==> config.mk <==
export PLATFORM = sky130hd
export DESIGN_NAME = fp32_div_seq
export DESIGN_NICKNAME = d
export VERILOG_FILES = /design/src/rtl/fp32_pkg.sv /design/src/rtl/fp32_div_step.sv /design/src/rtl/fp32_div_seq.sv
export SDC_FILE = /design/constraint.sdc
export NUM_CORES = 1
export LEC_CHECK = 0
export ABC_AREA = 1
export BUFFER_PORTS_ARGS = -buffer_cell sky130_fd_sc_hd__buf_2
export CORE_MARGIN = 2
export CORE_UTILIZATION = 41
export CTS_CLUSTER_SIZE = 20
export DETAILED_ROUTE_END_ITERATION = 16
export GPL_TIMING_DRIVEN = 0
export SETUP_SLACK_MARGIN = 0.15
export SLEW_MARGIN = 25
export SYNTH_ARGS = -nofsm -noshare
export SYNTH_HDL_FRONTEND = slang
export SYNTH_HIERARCHICAL = 1
export SYNTH_SLANG_ARGS = --single-unit
==> constraint.sdc <==
create_clock -name clk -period 5.1 [get_ports clk]
set_clock_uncertainty 0.15 [all_clocks]
set_input_delay 0.765 -clock clk [delete_from_list [all_inputs] [get_ports clk]]
set_output_delay 0.765 -clock clk [all_outputs]
set_load 0.02 [all_outputs]
==> src/rtl/fp32_pkg.sv <==
// Shared FP32 datapath definitions: field layout, special constants, the
// divider FSM state type and the operand unpack helper used by add/sub and div.
package fp32_pkg;

  localparam int EXP_W  = 8;
  localparam int MANT_W = 23;
  localparam int BIAS   = 127;

  localparam logic [31:0]      QNAN    = 32'h7FC0_0000;
  localparam logic [31:0]      POS_INF = 32'h7F80_0000;
  localparam logic [EXP_W-1:0] EXP_MAX = 8'hFF;

  typedef enum logic [1:0] {
    IDLE = 2'd0,
    DIV  = 2'd1,
    NORM = 2'd2,
    DONE = 2'd3
  } fsm_state_t;

  typedef struct packed {
    logic              sign;
    logic [EXP_W-1:0]  exp;
    logic [MANT_W-1:0] mant;
  } fp32_t;

  function automatic fp32_t unpack(input logic [31:0] x);
    fp32_t f;
    f.sign = x[31];
    f.exp  = x[30:23];
    f.mant = x[22:0];
    return f;
  endfunction

endpackage

==> src/rtl/fp32_div_step.sv <==
// One restoring-division iteration: compare, conditionally subtract, shift left.
module fp32_div_step (
  input  logic [25:0] rem,
  input  logic [23:0] div,
  output logic [25:0] rem_next,
  output logic        q_bit
);

  logic [25:0] div_ext;
  logic [25:0] diff;

  assign div_ext = {2'b00, div};
  assign diff    = rem - div_ext;
  assign q_bit   = (rem >= div_ext);

  // The remainder stays below 2*div, so dropping bit 25 on the shift loses nothing.
  assign rem_next = q_bit ? {diff[24:0], 1'b0} : {rem[24:0], 1'b0};

endmodule

==> src/rtl/fp32_div_seq.sv <==
// Iterative FP32 divider, one quotient bit per clock, truncating result,
// with valid/ready handshakes on both the operand and the result side.
module fp32_div_seq
  import fp32_pkg::*;
#(
  parameter logic [31:0] NAN_VALUE = QNAN
) (
  input  logic        clk,
  input  logic        reset,
  input  logic        in_valid,
  output logic        in_ready,
  input  logic [31:0] a,
  input  logic [31:0] b,
  output logic        out_valid,
  input  logic        out_ready,
  output logic [31:0] res,
  output logic        exception,
  output logic        div_by_zero
);

  localparam int         ITERS     = 25;
  localparam logic [4:0] CNT_START = 5'(ITERS - 1);

  fsm_state_t         state_q;
  logic [25:0]        rem_q;
  logic [23:0]        div_q;
  logic [ITERS-1:0]   quo_q;
  logic [4:0]         cnt_q;
  logic signed [9:0]  exp_q;
  logic               sign_q;
  logic [31:0]        res_q;
  logic               exc_q;
  logic               dbz_q;
  logic               out_valid_q;

  fp32_t              op_a;
  fp32_t              op_b;
  logic               sign_in;
  logic signed [9:0]  exp_init;
  logic [25:0]        rem_d;
  logic               q_bit;
  logic signed [9:0]  norm_exp;
  logic [22:0]        norm_mant;
  logic [31:0]        norm_res;

  assign op_a     = unpack(a);
  assign op_b     = unpack(b);
  assign sign_in  = op_a.sign ^ op_b.sign;
  assign exp_init = $signed({2'b00, op_a.exp}) - $signed({2'b00, op_b.exp})
                  + $signed(10'(BIAS));

  fp32_div_step u_step (
    .rem      (rem_q),
    .div      (div_q),
    .rem_next (rem_d),
    .q_bit    (q_bit)
  );

  // Quotient lies in [0.5, 2); a clear top bit means one extra left shift.
  always_comb begin
    norm_exp  = exp_q;
    norm_mant = quo_q[23:1];
    if (!quo_q[24]) begin
      norm_exp  = exp_q - 10'sd1;
      norm_mant = quo_q[22:0];
    end
    if (norm_exp >= 10'sd255) begin
      norm_res = {sign_q, POS_INF[30:0]};
    end else if (norm_exp <= 10'sd0) begin
      norm_res = {sign_q, 31'h0};
    end else begin
      norm_res = {sign_q, norm_exp[7:0], norm_mant};
    end
  end

  always_ff @(posedge clk) begin
    if (reset) begin
      state_q     <= IDLE;
      rem_q       <= '0;
      div_q       <= '0;
      quo_q       <= '0;
      cnt_q       <= '0;
      exp_q       <= '0;
      sign_q      <= 1'b0;
      res_q       <= '0;
      exc_q       <= 1'b0;
      dbz_q       <= 1'b0;
      out_valid_q <= 1'b0;
    end else begin
      case (state_q)
        IDLE: begin
          if (in_valid) begin
            sign_q <= sign_in;
            if (op_a.exp == EXP_MAX || op_b.exp == EXP_MAX) begin
              res_q       <= NAN_VALUE;
              exc_q       <= 1'b1;
              out_valid_q <= 1'b1;
              state_q     <= DONE;
            end else if (op_b.exp == '0) begin
              res_q       <= {sign_in, EXP_MAX, 23'h0};
              dbz_q       <= 1'b1;
              out_valid_q <= 1'b1;
              state_q     <= DONE;
            end else if (op_a.exp == '0) begin
              res_q       <= {sign_in, 31'h0};
              out_valid_q <= 1'b1;
              state_q     <= DONE;
            end else begin
              rem_q   <= {2'b00, 1'b1, op_a.mant};
              div_q   <= {1'b1, op_b.mant};
              quo_q   <= '0;
              cnt_q   <= CNT_START;
              exp_q   <= exp_init;
              state_q <= DIV;
            end
          end
        end
        DIV: begin
          rem_q <= rem_d;
          // Bits arrive MSB first, so shifting in lands each at q[cnt].
          quo_q <= {quo_q[ITERS-2:0], q_bit};
          if (cnt_q == '0) begin
            state_q <= NORM;
          end else begin
            cnt_q <= cnt_q - 5'd1;
          end
        end
        NORM: begin
          res_q       <= norm_res;
          out_valid_q <= 1'b1;
          state_q     <= DONE;
        end
        DONE: begin
          if (out_ready) begin
            out_valid_q <= 1'b0;
            exc_q       <= 1'b0;
            dbz_q       <= 1'b0;
            state_q     <= IDLE;
          end
        end
        default: state_q <= IDLE;
      endcase
    end
  end

  assign in_ready    = (state_q == IDLE);
  assign out_valid   = out_valid_q;
  assign res         = res_q;
  assign exception   = exc_q;
  assign div_by_zero = dbz_q;

endmodule

==> results of run 1 <==
stage by stage:
stage / utilization, % / std cells / power, mW / instance area, µm²
3_3_place_gp: 45.9 / 1803 / 6.40 / 9650
3_5_place_dp: 45.9 / 1803 / 6.43 / 9650
6_report: 48.8 / 1836 / 7.73 / 10200
2_1_floorplan: - / 1426 / 5.23 / 8800
4_1_cts: 48.7 / 1835 / 7.70 / 10200
5_1_grt: 48.7 / 1835 / 8.51 / 10200
how the worst min path moves through the flow:
| stage | to | depth (start not counted) |
|---|---|---|
| 2_1_floorplan | cnt_q[0] | 1 |
| 6_report | cnt_q[0] | 1 |
| 4_1_cts | cnt_q[0] | 1 |
| 5_1_grt | cnt_q[0] | 1 |
| 3_3_place_gp | cnt_q[0] | 1 |
| 3_5_place_dp | cnt_q[0] | 1 |
placed cells by master, fill, tap and decap left out, types with 3 or more instances in the layout:
cell and count:
nand2_1 402, inv_1 205, nor2_1 141, dfxtp_1 128
buf_2 113, o21ai_0 109, nand3_1 102, a21oi_1 86
ha_1 40, clkbuf_1 36, a31oi_1 26, nand4_1 24
xor2_1 21, clkbuf_16 17, inv_2 9, nand2_2 8
buf_4 8, nor3_1 7, o21a_1 7, nand3_2 6
buf_6 6, nor2_2 5, a211oi_1 4, inv_6 4
and2_1 4, nor2_4 3, o21ai_1 3, xnor2_1 3
or2_2 3, clkinvlp_4 3
state kept, by name, indices dropped and copies added, names as in the netlist:
signal and count:
cnt_q 5, sign_q 1, exception 1, out_valid 1, div_by_zero 1, quo_q 25
res 32, exp_q 10, rem_q 26, state_q 2, div_q 24
logic make-up after synthesis:
family,after synthesis,synth area share [%]
AND/OR/NAND/NOR,714,35.0
buffers and inverters,277,12.8
AO/OA/AOI/OAI,240,14.5
flip-flops,128,29.1
adder cells (fa/ha/maj),42,6.14
XOR/XNOR,24,2.39
other,1,0.0426
power groups by stage:
stage               logic, mW  registers, mW  clock network (mW)
floorplan                3.66           1.57                   0
global placement         4.83           1.57                   0
detailed placement       4.86           1.57                   0
CTS                      4.88           1.55                1.26
global route             5.60           1.60                1.31
finish                   4.93           1.56                1.24
cell usage after synthesis, drive strengths merged (25+ instances only):
cell type	n	area share, %
o21ai	112	6.4
ha	40	5.7
nand4	25	1.9
nand3	108	6.5
clkbuf	36	1.6
a31oi	26	1.8
nand2	411	18
dfxtp	128	29
nor2	150	7.0
inv	214	9.1
buf	27	2.2
a21oi	87	5.0
worst max-delay path: cells and delay by family (launching register included):
kind / cells / cell delay, ns
AND/OR/NAND/NOR: 1 / 0.17
adder cells (fa/ha/maj): 1 / 0.21
flip-flops: 1 / 0.37
buffers and inverters: 5 / 1.65
AO/OA/AOI/OAI: 1 / 0.22
per-layer routing:
layer | GRT usage (%) | part of all wire (%) | up-vias
met5 | 0 | 0 | -
met4 | 6.27 | 1.5 | 0
met3 | 3.58 | 5.3 | 23
met2 | 38.9 | 45 | 217
met1 | 31.8 | 48 | 4078
li1 | - | - | 4779
area by class of cell:
type | instances | area share, %
clock inverters | 13 | 1.48
repair buffers | 102 | 4.98
plain buffers | 63 | 3.19
clock buffers | 19 | 4.32
multi-input cells | 1021 | 49.8
well taps | 275 | 3.36
diodes | 1 | 0.0244
inverters | 214 | 7.84
flip-flops and latches | 128 | 25.0
==> out/qor.csv, run 1 <==
stage,metric,value,unit
clock_tree,clock tree buffer depth,2,
hold_path,worst hold start,cnt_q[0],
timing,minimum hold slack,0.276,ns
synth,Post-synth ARST share,0,%
clock_tree,Post-CTS Repair Setup Buffers,0,
critical_path,type of the worst setup path,reg2reg,
flow_run,number of max-cap violations,0,
clock_tree,cts hold-fix bufs,0,
place,Port Buf Inserts,102,
power_and_ir_drop,Clk network pwr share,16.1,%
critical_path,CP max FO,10,
clock_tree,CTS resizes,0,
drt,Remaining DRCs,0,
timing,final setup fails,0,
floorplan,die area,0.0226,mm²
drt,Initial DRC Count,585,
drt,final WL,25400,µm
place,HPWL after DPL,20100,µm
drt,via-per-instance ratio,4.95,
timing,final hold violation count,0,
critical_path,CP dominant cell by count,clkbuf_1,
final_layout,register area,0.00256,mm²
synth,"Primary FF master, synth",dfxtp_1,
floorplan,Initial Util,41.9,%
power_and_ir_drop,switching power share of the total,52.1,%
status,status,"complete, no violations",
clock_tree,CTS tree,yes,
critical_path,CP Capture Type,register,
drt,TritonRoute pass-1 iters,5,
synth,Synth Warn #,6,
floorplan,row count,53,
synth,post-synth cell types,43,
critical_path,Arrival @ worst endpoint,3.05,ns
drt,vias post-DR,9097,
timing,worst-margin pin slew,0.805,ns
final_layout,share of layout cells above drive strength 1,12.9,%
drt,remaining antenna violation count,0,
synth,mapped cell area,0.00880,mm²
grt,largest net degree at the start of global routing,17,
synth,"Seq/Total Area, Yosys",29.1,%
timing,fin crit share,56.0,%
critical_path,CP max stage cell,clkbuf_1,
clock_tree,H-tree levels,4,
critical_path,r2r startpoint,state_q[1],
synth,flop and latch count out of synthesis,128,
synth,Mapped Avg Cell Area,6.17,µm²
grt,Tot GR Track Use,23.5,%
clock_tree,Skew-Pair Late Insertion Delay,0.42,ns
critical_path,crit path launch type,register,
power_and_ir_drop,cell area power density,754,mW/mm²
power_and_ir_drop,Max rail drop VDD,388,µV
grt,first-pass GRT wire length,42100,µm
timing,Setup WS post-layout,2.24,ns
clock_tree,clock sink count,128,
critical_path,R2R depth,8,
floorplan,Die Ht,150,µm
clock_tree,total CTS buffers,17,
critical_path,Slowest Stage Delay on Critical Path,0.63,ns
timing,final slew viol count,0,
critical_path,reg2reg setup slack,2.24,ns
grt,grt total ovfl,0,
final_layout,fin nets,1657,
power_and_ir_drop,NetSw,4.02,mW
grt,initial antenna violation count,0,
power_and_ir_drop,Int Power,3.70,mW
place,final estimated routing congestion in global placement,0.929,
timing,Slew headroom,46.4,%
floorplan,Top Ports,104,
power_and_ir_drop,Reg power frac,20.2,%
hold_path,Hold Path Class,reg2reg,
final_layout,area growth from synthesis to layout,16.5,%
drt,Routed WL per cell,13.8,µm
clock_tree,clock root cell,clkbuf_16,
synth,post-synthesis cell count,1426,
timing,Setup TNS,0,ns
synth,"EDFF count, synth",0,
critical_path,crit path capture,rem_q[22],
critical_path,critical-path cell list,inv_1 > ha_1 > clkbuf_1 > inv_1 > clkbuf_1 > clkbuf_1 > nand2_1 > a31oi_1,
timing,Max Clk Rate,350,MHz
timing,RSZ-0062 raised after global routing,no,
final_layout,fill cell count,2252,
critical_path,critical path startpoint,state_q[1],
final_layout,area occupied by multi-input gates,0.00511,mm²
critical_path,Critical Path RT,5.29,ns
place,"worst slack, placed",2.08,ns
timing,final worst path period need,2.86,ns
floorplan,core box area,0.0210,mm²
floorplan,Die Width,150,µm
grt,number of global-route vias before repair,8564,
critical_path,FF-to-FF End,rem_q[22],
power_and_ir_drop,combinational power share,63.8,%
clock_tree,Clock transition at path regs,0.06,ns
synth,Syn Nets,1536,
power_and_ir_drop,Pleak,5.08,nW
Note: power is estimated with default switching activity, not from simulation.
==> run 2, diff against run 1 <==
==> constraint.sdc (replaced) <==
create_clock -name clk -period 2.5 [get_ports clk]
set_clock_uncertainty 0.15 [all_clocks]
set_input_delay 0.375 -clock clk [delete_from_list [all_inputs] [get_ports clk]]
set_output_delay 0.375 -clock clk [all_outputs]
set_load 0.02 [all_outputs]
==> out/qor.csv, run 2 (synthesis gave the netlist of run 1 again) <==
stage,metric,value,unit,change
status,status,"complete, no violations",,
place,"worst slack, placed",-0.262,ns,-2.34 ns
critical_path,Critical Path RT,2.66,ns,-2.63 ns
place,placed cell areas,0.00965,mm²,unchanged
floorplan,Initial Util,41.9,%,unchanged
grt,largest net degree at the start of global routing,17,,unchanged
drt,via-per-instance ratio,5.02,,+1.4%
timing,final slew viol count,0,,unchanged
power_and_ir_drop,Max rail drop VDD,822,µV,+110%
critical_path,CP max FO,5,,-5
critical_path,type of the worst setup path,reg2reg,,
final_layout,highest-count cells in the layout ignoring fill and taps,"nand2_1 (384), inv_1 (193), nor2_1 (128), dfxtp_1 (111), buf_2 (110)",,
final_layout,fill cell count,2137,,-5.1%
floorplan,die area,0.0226,mm²,unchanged
final_layout,fin nets,1679,,+1.3%
drt,Initial DRC Count,602,,+2.9%
timing,final worst path period need,2.26,ns,-0.593 ns
clock_tree,clock sink count,128,,unchanged
timing,Setup WS post-layout,0.236,ns,-2.01 ns
power_and_ir_drop,Pleak,5.31,nW,+4.5%
grt,initial antenna violation count,0,,unchanged
place,final estimated routing congestion in global placement,0.929,,unchanged
clock_tree,Clock transition at path regs,0.06,ns,about the same
grt,number of global-route vias before repair,8690,,+1.5%
timing,Slew headroom,56.6,%,+10 points
grt,grt total ovfl,0,,unchanged
final_layout,register area,0.00258,mm²,+0.83%
floorplan,core box area,0.0210,mm²,unchanged
timing,final hold violation count,0,,unchanged
floorplan,row count,53,,unchanged
final_layout,"most common cell after layout, fill and taps aside",nand2_1,,
final_layout,final instance area,0.0110,mm²,+7.7%
critical_path,crit path launch type,register,,
timing,fin crit share,90.6,%,+35 points
place,Port Buf Inserts,102,,unchanged
clock_tree,CTS tree,yes,,
grt,first-pass GRT wire length,42800,µm,+1.7%
final_layout,number of flip-flops in the largest register,32,,unchanged
drt,final WL,26700,µm,+4.8%
drt,TritonRoute pass-1 iters,6,,+1
critical_path,CP Capture Type,register,,
timing,Max Clk Rate,442,MHz,+26%
power_and_ir_drop,cell area power density,1630,mW/mm²,+120%
final_layout,share of layout cells above drive strength 1,20.7,%,+7.8 points
timing,worst-margin pin slew,0.651,ns,-0.154 ns
floorplan,Top Ports,104,,unchanged
grt,Tot GR Track Use,23.9,%,+0.43 points
final_layout,area growth from synthesis to layout,25.5,%,
drt,Routed WL per cell,14.3,µm,+3.6%
drt,remaining antenna violation count,0,,unchanged
clock_tree,total CTS buffers,17,,unchanged
floorplan,Die Ht,150,µm,unchanged
final_layout,area occupied by multi-input gates,0.00562,mm²,+10%
critical_path,Arrival @ worst endpoint,2.43,ns,-0.62 ns
clock_tree,Skew-Pair Late Insertion Delay,0.42,ns,about the same
timing,Setup TNS,0,ns,unchanged
clock_tree,H-tree levels,4,,unchanged
clock_tree,clock tree buffer depth,2,,unchanged
floorplan,Die Width,150,µm,unchanged
place,HPWL after DPL,20100,µm,unchanged
drt,vias post-DR,9334,,+2.6%
drt,Remaining DRCs,0,,unchanged
timing,RSZ-0062 raised after global routing,no,,
hold_path,Hold Path Class,in2reg,,
flow_run,number of max-cap violations,0,,unchanged
timing,final setup fails,0,,unchanged
clock_tree,clock root cell,clkbuf_16,,
-- run 2: cell types whose count changed in the layout (fill, tap and decap cells not counted), moves of 10 or more --
cell	previous run	this run
dfxtp_1	128	111
clkbuf_1	36	23
dfxtp_2	0	17
nand2_1	402	384
nand2_2	8	18
nor2_1	141	128
inv_1	205	193
clkbuf_2	1	12
inv_2	9	21
buf_4	8	27
ha_1	40	17
ha_4	0	23
-- run 2: worst max-delay path: stages (launching register included) --
cell and delay (ns):
dfxtp_2 0.33, inv_2 0.06, ha_4 0.26, nand2_4 0.10
inv_1 0.05, nand2_1 0.08, nand2_2 0.08, a21oi_4 0.18
nor2_4 0.08, nor2_8 0.20, nand2_8 0.11, clkbuf_16 0.18
nand2_1 0.07, nand2_1 0.05, nor3_1 0.13, nor2_1 0.06
-- run 2: where the power goes --
part           switching, mW  leakage [nW]  internal [mW]
Sequential             0.568          1.06           2.73
Clock                   1.01         0.283           1.51
Combinational           7.50          3.97           4.65
Total                   9.08          5.31           8.90
-- run 2: area by class of cell --
type,instances,share of cell area (%)
Multi-Input combinational cell,1021,50.9
Sequential cell,128,23.4
Inverter,214,7.28
Timing Repair Buffer,124,6.37
Clock buffer,19,4.01
Buffer,63,3.52
Tap cell,275,3.12
Clock inverter,13,1.37
Antenna cell,1,0.0227
-- run 2: path summary, 6_finish.rpt --
| path | slack, ns | start | cells after the start | endpoint |
|---|---|---|---|---|
| worst max-delay path | 0.24 | div_q[16] | 15 | rem_q[23] |
| worst min-delay path | 0.06 | b[5] | 3 | div_q[5] |
| worst max register to register | 0.24 | div_q[16] | 15 | rem_q[23] |
| worst min register to register | 0.27 | cnt_q[0] | 1 | cnt_q[0] |
-- run 2: per-layer routing --
metal	wire, µm	vias to the layer above	share of wire, %	global-route usage (%)
li1	-	4822	-	-
met1	12500	4257	47	32.3
met2	12400	228	46	39.8
met3	1340	27	5.0	3.48
met4	425	0	1.6	6.42
met5	0	-	0	0
-- run 2: timing repair --
item,CTS,global route
gates cloned,0,2
setup buffers,4,16
pin swaps,5,28
gates resized for setup,46,113
hold buffers,0,0
endpoints found under the setup margin,45,97
-- run 2: metrics by stage --
| step | utilization (%) | instances | hold slack, ns | power [mW] |
|---|---|---|---|---|
| floorplan | - | 1426 | 0.253 | 10.7 |
| global placement | 45.9 | 1803 | 0.262 | 13.1 |
| detailed placement | 45.9 | 1803 | 0.269 | 13.1 |
| CTS | 50.2 | 1839 | 0.0505 | 16.4 |
| global route | 52.5 | 1857 | 0.0697 | 19.6 |
| finish | 52.5 | 1858 | 0.0586 | 18.0 |
==> run 3, diff against run 2 <==
--- a/config.mk
+++ b/config.mk
@@ -5,13 +5,12 @@
 export SDC_FILE = /design/constraint.sdc
 export NUM_CORES = 1
 export LEC_CHECK = 0
-export ABC_AREA = 1
 export BUFFER_PORTS_ARGS = -buffer_cell sky130_fd_sc_hd__buf_2
 export CORE_MARGIN = 2
 export CORE_UTILIZATION = 41
 export CTS_CLUSTER_SIZE = 20
 export DETAILED_ROUTE_END_ITERATION = 16
-export GPL_TIMING_DRIVEN = 0
+export GPL_TIMING_DRIVEN = 1
 export SETUP_SLACK_MARGIN = 0.15
 export SLEW_MARGIN = 25
 export SYNTH_ARGS = -nofsm -noshare
==> out/qor.csv, run 3 <==
stage,metric,value,unit,change
status,status,"complete, but fails checks",,
status,failing checks,setup timing,,
power_and_ir_drop,Clk network pwr share,14.3,%,+0.2 points
drt,TritonRoute pass-1 iters,5,,-1
timing,minimum hold slack,0.0353,ns,-0.0233 ns
hold_path,worst hold start,b[13],,
final_layout,"most common cell after layout, fill and taps aside",buf_4,,
power_and_ir_drop,Pleak,4.54,nW,-15%
final_layout,number of flip-flops in the largest register,32,,unchanged
synth,post-synth cell types,64,,+49%
floorplan,row count,50,,-5.7%
drt,Routed WL per cell,14.6,µm,+2.0%
synth,cell accounting for the most synthesized area,dfxtp_1,,
floorplan,Die Width,141,µm,-6.2%
place,Port Buf Inserts,103,,+0.98%
critical_path,crit path launch type,register,,
place,final estimated routing congestion in global placement,0.846,,-8.9%
timing,Setup TNS,-16.48,ns,-16.48 ns
synth,Post-synth ARST share,0,%,unchanged
drt,Initial DRC Count,326,,-46%
critical_path,CP Capture Type,register,,
grt,initial antenna violation count,0,,unchanged
timing,final slew viol count,0,,unchanged
hold_path,Hold Path End,div_q[13],,
final_layout,Finished Layout Cells,1433,,-23%
floorplan,Die Ht,141,µm,-6.2%
final_layout,area occupied by multi-input gates,0.00520,mm²,-7.4%
synth,"EDFF count, synth",0,,unchanged
critical_path,CP bufs+invs,4,,+1
timing,worst-margin pin slew,0.654,ns,+0.00309 ns
floorplan,core box area,0.0186,mm²,-12%
critical_path,critical-path cell list,inv_2 > ha_4 > inv_2 > fa_2 > a21o_1 > a221oi_4 > o31ai_4 > a2111o_1 > a21oi_4 > buf_6 > nor2_4 > buf_6 > a31oi_4 > mux2i_1 > a211oi_1,,
synth,"Primary FF master, synth",dfxtp_1,,
clock_tree,total CTS buffers,17,,unchanged
synth,"Seq/Total Area, Yosys",33.2,%,+4.1 points
timing,RSZ-0062 raised after global routing,yes,,
drt,via-per-instance ratio,5.18,,+3.1%
floorplan,die area,0.0199,mm²,-12%
synth,post-synthesis cell count,948,,-34%
final_layout,fin nets,1296,,-23%
final_layout,final instance area,0.0108,mm²,-2.5%
grt,largest net degree at the start of global routing,37,,+20
final_layout,highest-count cells in the layout ignoring fill and taps,"buf_4 (157), nand2_1 (136), dfxtp_1 (124), buf_2 (102), a21oi_1 (88)",,
synth,Synth Warn #,6,,unchanged
clock_tree,Skew-Pair Late Insertion Delay,0.42,ns,about the same
synth,most frequent cell after synthesis,nand2_1,,
synth,Synth top area share,33.2,%,+4.1 points
power_and_ir_drop,Max rail drop VDD,1040,µV,+27%
timing,final hold violation count,0,,unchanged
timing,final setup fails,46,,+46
critical_path,type of the worst setup path,reg2reg,,
grt,first-pass GRT wire length,34800,µm,-19%
critical_path,Arrival @ worst endpoint,3.38,ns,+0.95 ns
critical_path,CP max FO,7,,+2
clock_tree,clock root cell,clkbuf_16,,
critical_path,FF-to-FF End,rem_q[17],,
timing,final worst path period need,3.20,ns,+0.936 ns
drt,Remaining DRCs,0,,unchanged
power_and_ir_drop,cell area power density,1560,mW/mm²,-4.4%
grt,number of global-route vias before repair,7126,,-18%
critical_path,reg2reg setup slack,-0.70,ns,-0.94 ns
power_and_ir_drop,NetSw,7.29,mW,-20%
final_layout,antenna diode count,0,,-1
critical_path,Slowest Stage Delay on Critical Path,0.42,ns,+0.09 ns
power_and_ir_drop,switching power share of the total,43.5,%,-7.0 points
critical_path,CP max stage cell,a2111o_1,,
hold_path,Hold Path Class,in2reg,,
timing,Setup WS post-layout,-0.700,ns,-0.936 ns
power_and_ir_drop,Reg power frac,16.2,%,-2.1 points
drt,vias post-DR,7421,,-20%
power_and_ir_drop,combinational power share,69.4,%,+1.8 points
place,Inst Count DP,1383,,-23%
synth,Syn Nets,1058,,-31%
clock_tree,clock tree buffer depth,2,,unchanged
synth,mapped cell area,0.00771,mm²,-12%
clock_tree,CTS tree,yes,,
flow_run,number of max-cap violations,0,,unchanged
synth,Mapped Avg Cell Area,8.13,µm²,+32%
clock_tree,clock sink count,128,,unchanged
hold_path,hold path depth,3,,unchanged
place,HPWL after DPL,15000,µm,-26%
clock_tree,Clock transition at path regs,0.06,ns,about the same
timing,Slew headroom,56.3,%,-0.30 points
synth,synth cell count leaders,"nand2_1 (137), dfxtp_1 (128), a21oi_1 (104), nor2_1 (80), inv_1 (56)",,
timing,Max Clk Rate,312,MHz,-29%
critical_path,critical path's top delay family,compound AO/OA/AOI/OAI gates,,
timing,fin crit share,128,%,+37 points
final_layout,Post-Route Utilization,57.9,%,+5.4 points
synth,flop and latch count out of synthesis,128,,unchanged
final_layout,register area,0.00257,mm²,-0.53%
clock_tree,H-tree levels,4,,unchanged
grt,Tot GR Track Use,21.3,%,-2.6 points
critical_path,r2r startpoint,rem_q[0],,
drt,final WL,21000,µm,-21%
power_and_ir_drop,Int Power,9.48,mW,+6.5%
floorplan,Initial Util,41.5,%,-0.37 points
grt,grt total ovfl,0,,unchanged
critical_path,R2R depth,15,,unchanged
drt,remaining antenna violation count,0,,unchanged
critical_path,Critical Path RT,2.68,ns,+0.02 ns
synth,"top cells by area, synth","dfxtp_1 (33%), a21oi_1 (6.8%), nand2_1 (6.7%)",,
place,placed cell areas,0.00966,mm²,about the same
final_layout,share of layout cells above drive strength 1,35.3,%,+15 points
final_layout,area growth from synthesis to layout,39.7,%,
floorplan,Top Ports,104,,unchanged
final_layout,fill cell count,1693,,-21%
run 3: changes by cell type in the layout (fill, tap and decap cells not counted), sizes merged, moves of 19 or more:
cell / delta
buf: +125
xnor2: +21
mux2i: +47
a211oi: +28
nor2: -68
inv: -153
nand3: -90
o2bb2ai: +22
a21o: +19
clkbuf: -39
nand2: -274
o21ai: -95
run 3: final cells by class:
class | count | share of cell area (%)
clock inverters | 15 | 1.30
well taps | 234 | 2.72
clock buffers | 17 | 3.95
multi-input cells | 708 | 48.3
flip-flops and latches | 128 | 23.9
repair buffers | 275 | 17.8
inverters | 56 | 2.07
run 3: routing by layer:
layer,GRT usage [%],wire length [µm],vias up
li1,-,-,3830
met4,6.11,267,0
met3,4.28,636,24
met2,35.9,10100,117
met1,27.7,10000,3450
met5,0,0,-
run 3: power groups by stage:
stage / Sequential, mW / Clock, mW / Combinational (mW)
final: 2.72 / 2.40 / 11.6
after global routing: 2.77 / 2.55 / 12.6
after CTS: 2.71 / 2.45 / 10.8
after detailed placement: 2.75 / 0 / 9.58
after global placement: 2.75 / 0 / 9.51
after floorplan: 2.76 / 0 / 6.19
run 3: tightest hold or removal path, cell delays in order:
cell,delay [ns]
buf_2,0.09
nand2_1,0.04
a21oi_1,0.05
run 3: cells by family after synthesis:
family	after synthesis	share of synthesized area [%]
AOI/OAI and AO/OA	254	22.7
adders and majority gates	42	7.01
other	1	0.0487
xor gates and xnor gates	42	4.77
and+or+nand+nor	312	18.4
muxes	55	7.61
DFF	128	33.2
buffers and inverters	114	6.18
run 3: worst max path at each step:
stage | from | endpoint | slack, ns | depth (start not counted)
2_1_floorplan | rem_q[0] | rem_q[10] | -0.56 | 14
3_3_place_gp | rem_q[0] | rem_q[17] | -0.75 | 15
3_5_place_dp | rem_q[0] | rem_q[7] | -0.88 | 15
4_1_cts | rem_q[0] | rem_q[10] | -0.69 | 14
5_1_grt | rem_q[0] | rem_q[17] | -0.83 | 15
6_report | rem_q[0] | rem_q[17] | -0.70 | 15
run 3: stage by stage:
stage	worst slack [ns]	total power, mW
after floorplan	-0.564	8.94
after global placement	-0.746	12.3
after detailed placement	-0.881	12.3
after CTS	-0.689	15.9
after global routing	-0.826	18.0
final	-0.700	16.8
run 3: timing repair:
item	in CTS	in global routing
pin swaps	21	23
endpoints found under the setup margin	53	61
setup buffers	10	6
resized for setup	42	42
gates cloned	2	0
hold buffers	0	0
